`src/rtl/hs_cdc_rx_mc.sv`:
```
// hs_cdc_rx_mc: multi-channel req/ack receiver for clock-domain crossing.
// Each channel synchronises its foreign req and captures its payload into a
// hold register. A round-robin arbiter then moves held words one at a time into
// a single valid/ready output register.
// Ports:
//   clk_receiver, rst          - receiver clock, async active-high reset
//   req_async[CH]              - per-channel foreign request (level or toggle)
//   data_async[CH*DATA_W]      - per-channel payload, stable while req pending
//   ack[CH]                    - per-channel acknowledge (registered)
//   out_valid/out_ready        - output handshake
//   out_data, out_ch           - delivered payload and its source channel
module hs_cdc_rx_mc #(
    parameter int unsigned DATA_W      = 8,
    parameter int unsigned CH          = 2,
    parameter int unsigned SYNC_STAGES = 2,
    parameter bit          PHASE4      = 1'b1,
    localparam int unsigned CH_W       = (CH > 1) ? $clog2(CH) : 1
) (
    input  logic                 clk_receiver,
    input  logic                 rst,
    input  logic [CH-1:0]        req_async,
    input  logic [CH*DATA_W-1:0] data_async,
    output logic [CH-1:0]        ack,
    output logic                 out_valid,
    input  logic                 out_ready,
    output logic [DATA_W-1:0]    out_data,
    output logic [CH_W-1:0]      out_ch
);

    typedef enum logic [1:0] {StIdle, StPend, StAck} state_e;

    logic [CH-1:0]     sync_q [SYNC_STAGES];
    logic [CH-1:0]     sync_d [SYNC_STAGES];
    state_e            state_q [CH];
    state_e            state_d [CH];
    logic [DATA_W-1:0] hold_q [CH];
    logic [DATA_W-1:0] hold_d [CH];
    logic [CH-1:0]     req_last_q, req_last_d;
    logic [CH-1:0]     ack_q, ack_d;
    logic [CH_W-1:0]   rr_q, rr_d;
    logic              out_valid_q, out_valid_d;
    logic [DATA_W-1:0] out_data_q, out_data_d;
    logic [CH_W-1:0]   out_ch_q, out_ch_d;

    logic [CH-1:0]     req_s;
    logic [CH-1:0]     req_evt;
    logic [CH-1:0]     grant;
    logic [CH_W-1:0]   grant_idx;
    logic              any_grant;
    logic              can_load;

    assign req_s = sync_q[SYNC_STAGES-1];

    // Synchroniser chains.
    always_comb begin
        sync_d[0] = req_async;
        for (int i = 1; i < SYNC_STAGES; i++) begin
            sync_d[i] = sync_q[i-1];
        end
    end

    // Request detection: level in 4-phase, edge against req_last in 2-phase.
    always_comb begin
        for (int k = 0; k < CH; k++) begin
            if (PHASE4) begin
                req_evt[k] = (state_q[k] == StIdle) && req_s[k];
            end else begin
                req_evt[k] = (state_q[k] == StIdle) && (req_s[k] != req_last_q[k]);
            end
        end
    end

    // Round-robin arbiter. The output register is free when empty or draining.
    always_comb begin
        logic [CH_W-1:0] idx;
        can_load  = !out_valid_q || out_ready;
        grant     = '0;
        grant_idx = '0;
        any_grant = 1'b0;
        idx       = '0;
        if (can_load) begin
            for (int i = 0; i < CH; i++) begin
                idx = CH_W'((int'(rr_q) + i) % CH);
                if (!any_grant && (state_q[idx] == StPend)) begin
                    grant[idx] = 1'b1;
                    grant_idx  = idx;
                    any_grant  = 1'b1;
                end
            end
        end
        rr_d = any_grant ? CH_W'((int'(grant_idx) + 1) % CH) : rr_q;
    end

    // State register.
    always_ff @(posedge clk_receiver or posedge rst) begin
        if (rst) begin
            for (int i = 0; i < SYNC_STAGES; i++) begin
                sync_q[i] <= '0;
            end
            for (int k = 0; k < CH; k++) begin
                state_q[k] <= StIdle;
                hold_q[k]  <= '0;
            end
            req_last_q  <= '0;
            ack_q       <= '0;
            rr_q        <= '0;
            out_valid_q <= 1'b0;
            out_data_q  <= '0;
            out_ch_q    <= '0;
        end else begin
            sync_q      <= sync_d;
            state_q     <= state_d;
            hold_q      <= hold_d;
            req_last_q  <= req_last_d;
            ack_q       <= ack_d;
            rr_q        <= rr_d;
            out_valid_q <= out_valid_d;
            out_data_q  <= out_data_d;
            out_ch_q    <= out_ch_d;
        end
    end

    // Next-state logic. Once pending, a channel ignores req until granted.
    always_comb begin
        for (int k = 0; k < CH; k++) begin
            state_d[k] = state_q[k];
            unique case (state_q[k])
                StIdle: if (req_evt[k]) state_d[k] = StPend;
                StPend: begin
                    if (grant[k]) begin
                        if (PHASE4) state_d[k] = StAck;
                        else        state_d[k] = StIdle;
                    end
                end
                StAck:  if (!req_s[k]) state_d[k] = StIdle;
                default: state_d[k] = StIdle;
            endcase
        end
    end

    // Outputs and datapath. Ack changes on the same edge the word is loaded.
    always_comb begin
        for (int k = 0; k < CH; k++) begin
            hold_d[k]     = req_evt[k] ? data_async[k*DATA_W +: DATA_W] : hold_q[k];
            req_last_d[k] = req_evt[k] ? req_s[k] : req_last_q[k];
            ack_d[k]      = ack_q[k];
            if (PHASE4) begin
                if (grant[k]) begin
                    ack_d[k] = 1'b1;
                end else if ((state_q[k] == StAck) && !req_s[k]) begin
                    ack_d[k] = 1'b0;
                end
            end else if (grant[k]) begin
                ack_d[k] = ~ack_q[k];
            end
        end
        out_valid_d = out_valid_q;
        out_data_d  = out_data_q;
        out_ch_d    = out_ch_q;
        if (any_grant) begin
            out_valid_d = 1'b1;
            out_data_d  = hold_q[grant_idx];
            out_ch_d    = grant_idx;
        end else if (out_ready) begin
            out_valid_d = 1'b0;
        end
    end

    assign ack       = ack_q;
    assign out_valid = out_valid_q;
    assign out_data  = out_data_q;
    assign out_ch    = out_ch_q;

endmodule

```
`config.mk`:
```
export PLATFORM = sky130hd
export DESIGN_NAME = hs_cdc_rx_mc
export DESIGN_NICKNAME = d
export VERILOG_FILES = /design/src/rtl/hs_cdc_rx_mc.sv
export SDC_FILE = /design/constraint.sdc
export NUM_CORES = 1
export LEC_CHECK = 0
export CAP_MARGIN = 10
export CORE_MARGIN = 2
export CORE_UTILIZATION = 36
export CTS_CLUSTER_DIAMETER = 50
export CTS_CLUSTER_SIZE = 14
export DETAILED_ROUTE_END_ITERATION = 16
export PLACE_DENSITY = 0.68
export SETUP_SLACK_MARGIN = 0.02
export SLEW_MARGIN = 20
export SYNTH_ARGS = -nofsm -noshare
export SYNTH_HDL_FRONTEND = slang
export SYNTH_SLANG_ARGS = --single-unit
```
`constraint.sdc`:
```
create_clock -name clk_receiver -period 1.6 [get_ports clk_receiver]
set_clock_uncertainty 0.05 [all_clocks]
set_input_delay 0.16 -clock clk_receiver [delete_from_list [all_inputs] [get_ports clk_receiver]]
set_output_delay 0.16 -clock clk_receiver [all_outputs]
set_load 0.02 [all_outputs]
```
After elaboration in Yosys (flattened, before gate mapping)
Index checks and enable logic that the tools add are counted.
W data, S select, Z words.
{ "classes": {"addsub": 2, "multipliers": 0, "div": 0, "n_lt_le_gt_ge": 7, "eq_ne": 12, "n_shift": 0, "muxes": 38, "bitwise_logic": 4, "n_reduce_logical": 19} }
{ "ops": {"columns": ["operator", "n"], "rows": [
  ["$mux W2", 16],
  ["$mux W8", 3],
  ["$mux W1", 15],
  ["$ne A2 B2 Y1 const B", 6],
  ["$pmux W2 S3", 2],
  ["$eq A2 B1 Y1 const B", 4],
  ["$logic_and A1 B1 Y1", 7],
  ["$ge A2 B2 Y1 const B", 3],
  ["$not A1 Y2", 3],
  ["$reduce_and A3 Y1", 2],
  ["$reduce_bool A2 Y1", 3],
  ["$eq A2 B2 Y1 const B", 2],
  ["$logic_not A1 Y1", 4],
  ["$logic_not A2 Y1", 2],
  ["$lt A1 B2 Y1 const B", 2],
  ["$add A1 B1 Y1 const B", 2],
  ["$demux W1 S1", 2],
  ["$ge A1 B1 Y1 const B", 2],
  ["$or A2 B2 Y2", 1],
  ["$logic_or A1 B1 Y1", 1]
]} }
{ "word_totals": {"register_bits": 37, "latch_bits": 0, "ramBits": 0, "rom_bits": 0, "out_inout_bits": 12, "mem_count": 0} }

Longest topological paths before layout
{ "logic_depth": {"depth_word": 15, "ltp_mapped": 4, "depth_no_buf": 3} }

Worst setup path after synthesis
Ideal clock, no wire load.
{ "synth_path": {"kind": "reg-to-reg", "from": "reg state_q[0] (netlist bit)", "to": "reg hold_q[0] (netlist bit)", "arrival_ns": 1.147, "required_time_ns": 1.425, "path_slack_ns": 0.278, "path_stages_with_launch": 3, "path_buffers": 0, "synth_period_minus_slack_ns": 1.322, "path_cell_list": "dfrtp_1 -> nor3b_4 -> mux2_2"} }
{ "synth_via": {"elab_chain_cells": 2} }
{ "synth_lines": {"columns": ["element", "line", "source"], "rows": [
  ["start: declaration", "34", "state_e state_q [CH];"],
  ["start signal: indexed assignment", "101", "state_q[k] <= StIdle;"],
  ["start signal: assignment", "112", "state_q <= state_d;"],
  ["$logic_not A2 Y1", "66", "req_evt[k] = (state_q[k] == StIdle) && req_s[k];"],
  ["$logic_and A1 B1 Y1", "66", null],
  ["end signal: assignment", "113", "hold_q <= hold_d;"],
  ["end: declaration", "36", "logic [DATA_W-1:0] hold_q [CH];"]
]} }
No other way between the ends.
A chain may end at the register's enable or synchronous reset.

Worst setup path after layout
{ "layout_path": {"from": "reg out_data_q[4], in the netlist out_data[4]", "to": "out out_data[4]"} }
{ "layout_rtl": {"columns": ["element", "line", "source"], "rows": [
  ["start: declaration", "42", "logic [DATA_W-1:0] out_data_q, out_data_d;"],
  ["start signal: assignment", "118", "out_data_q <= out_data_d;"],
  ["end: declaration", "26", "output logic [DATA_W-1:0] out_data,"]
]} }
No word-level cell between the ends.

==> results.toml <==
[timing]
layout_min_cycle_time_ns = 1.49
setup_viol = 0
tightestPinTransition_ns = 0.475
final.setup.tns_ns = 0
finalCritPeriodShare_pct = 93.2
rsz0062_at_grt = "no"
maxSlewHeadroom_pct = 68.3
slew_viol_final = 0
fin_ws_ns = 0.109
max_freq_mhz = 671
hold_viol = 0

[setup_path]
cp-start-kind = "flop"
worstPathArrival_ns = 1.28
crit_fanout = 2
cp.required_ns = 1.39
cp_num_buf_inv = 1
cpPeakStageDelay_ns = 0.62
crit_family = "buffers and inverters"
cpMaxStageDelayCell = "clkdlybuf4s50_1"
cp_cell_sequence = "clkdlybuf4s50_1"
end_kind = "primary output"
worst-setup-path-type = "flop to primary output"

[synthesis]
synth_seq_cells = 37
synthCells = 128
yosysSeqAreaShare_pct = 59.8
avgSynthCellArea_sq_um = 12.1
synthDistinctLibCells = 22
synth_warnings = 0
syn_nets = 149
netlist_area_sq_um = 1550

[pwr]
pwr-share-clk_pct = 16.1
power_density_nw_per_um2 = 1950
p_leak_nw = 0.886
p_sw_share_pct = 36.3
combPwrFrac_pct = 43.7
switching_power_w = 0.00144
p_int_w = 0.00253
ir_worst_vdd_mv = 0.799
seqPwrFrac_pct = 40.2

[hold_path]
min_path_type = "input pin to async pin"

[global_routing]
top_usage_layer = "met2"
antenna_found_initial = 0
grtUsageMet3_pct = 4.65
grt_pass1_wl_um = 5330
grt_pass1_vias = 1139
track_usage_pct = 14.0
grt_max_degree = 38
grt.overflow.total = 0
met2_usage_pct = 21.4
grtUsageMet1_pct = 18.7

[clock_network]
post_cts_buffers = 0
cts_buffer_depth = 2
cts_resized = 0
hold_buffers = 0
htree_levels = 2
numCtsBuffers = 5
path_clk_slew_ns = 0.07
cts_tree = "yes"
clock-sinks = 37
cts_root_buf = "clkbuf_8"
clk_latency_ns = 0.28

[finish]
layout_commonest_cell = "dfrtp_1"
drive_gt1_share_pct = 20.4
final_cell_mix = "dfrtp_1, clkdlybuf4s50_1, inv_1, nand2_1"
area_growth_pct = 31.7
num-nets-final = 188
n_antenna_cell = 0

[run]
drv_cap = 0

[floorplanning]
io_pins = 33
initial_core_util_pct = 38.2
rows = 23
core-area_sq_um = 4060
dieWidth_um = 69.6
die_y_um = 69.6
dieArea_sq_um = 4840

[routing]
vias = 1062
wl_um = 3010
dr.first_iter.drc_count = 64
drc_errors = 0
wl_per_cell_um = 13.9
via_per_inst = 4.89
dr.pass1.iters = 4
final_antenna_net_count = 0

[outcome]
run_status = "completed"

[placement]
numPortBuffers = 32
dp_worst_setup_slack_ns = 0.0850
post-dp-hpwl_um = 2230
gp_congestion = 0.760
[cell usage after synthesis (all sizes together)]
master	number	area, sq um
nand4	8	50.1
nand3b	3	22.5
nand2	13	48.8
nor3b	2	31.3
nand3	2	20.0
a21boi	1	7.51
o221ai	8	120
dfrtp	37	926
inv	21	78.8
nand2b	1	6.26
nor2	1	3.75
or3b	1	8.76
buf	6	35.0
a21o	2	15.0
o21ai	9	45.0
o31ai	2	15.0
mux2	8	90.1
o21a	1	7.51
nor2b	2	17.5
[worst paths after layout]
kind | from | to | slack (ns) | depth (start not counted)
max | out_data[4]$_DFFE_PP0P_ | out_data[4] | 0.11 | 1
min | rst | req_s[0]$_DFF_PP0_ | 0.22 | 3
min reg2reg | sync_d[1]$_DFF_PP0_ | req_s[1]$_DFF_PP0_ | 0.30 | 0
max in group asynchronous | rst | sync_d[1]$_DFF_PP0_ | 0.95 | 3
max reg2reg | state_q[0]$_DFFE_PP0P_ | hold_q[3]$_DFFE_PP0P_ | 0.13 | 2
min in group clk_receiver | req_async[0] | sync_d[0]$_DFF_PP0_ | 0.26 | 1
[through the flow]
step                utilization [%]  hold slack (ns)  std cells  power, W  area (sq um)
floorplan                         -            0.141        128   0.00271          1550
global placement               48.2            0.283        210   0.00329          1950
detailed placement             48.2            0.286        210   0.00337          1950
CTS                            50.3            0.237        217   0.00403          2040
global route                   50.3            0.267        217   0.00426          2040
finish                         50.3            0.221        217   0.00397          2040
[worst reg2reg max path: stages (launching register included)]
cell and delay [ns]:
dfrtp_1 0.44, nor3b_4 0.47, mux2_2 0.40
[metal layers]
layer | up-vias | share of wire (%)
met1 | 523 | 46
met2 | 22 | 49
met4 | 0 | 1.3
li1 | 513 | -
met5 | - | 0
met3 | 4 | 4.5
[power by group through the flow]
| stage | registers [W] | logic (W) | clock network [W] |
|---|---|---|---|
| 2_1_floorplan | 0.00171 | 0.000999 | 0 |
| 3_3_place_gp | 0.00159 | 0.00169 | 0 |
| 3_5_place_dp | 0.00162 | 0.00175 | 0 |
| 4_1_cts | 0.00160 | 0.00176 | 0.000667 |
| 5_1_grt | 0.00165 | 0.00192 | 0.000692 |
| 6_report | 0.00160 | 0.00173 | 0.000640 |
[kinds of logic after synthesis]
family	synth area share, %
muxes	5.82
buffers and inverters	7.35
DFF	59.8
and+or+nand+nor	13.5
AOI/OAI and AO/OA	13.6
[sequential cells by signal (all words and copies together) (netlist names)]
| register | flops |
|---|---|
| state_q | 4 |
| out_data | 8 |
| out_ch | 1 |
| sync_d | 2 |
| ack | 2 |
| req_s | 2 |
| hold_q | 16 |
| rr_q | 1 |
| out_valid | 1 |
[layout make-up]
cell class              count  area, sq um
flip-flops and latches     37          926
fillers                   355         2020
repair buffers             38          378
well taps                  50         62.6
inverters                  21         78.8
multi-input cells          64          509
clock buffers               7         86.3
Note: power is estimated with default switching activity, not from simulation.
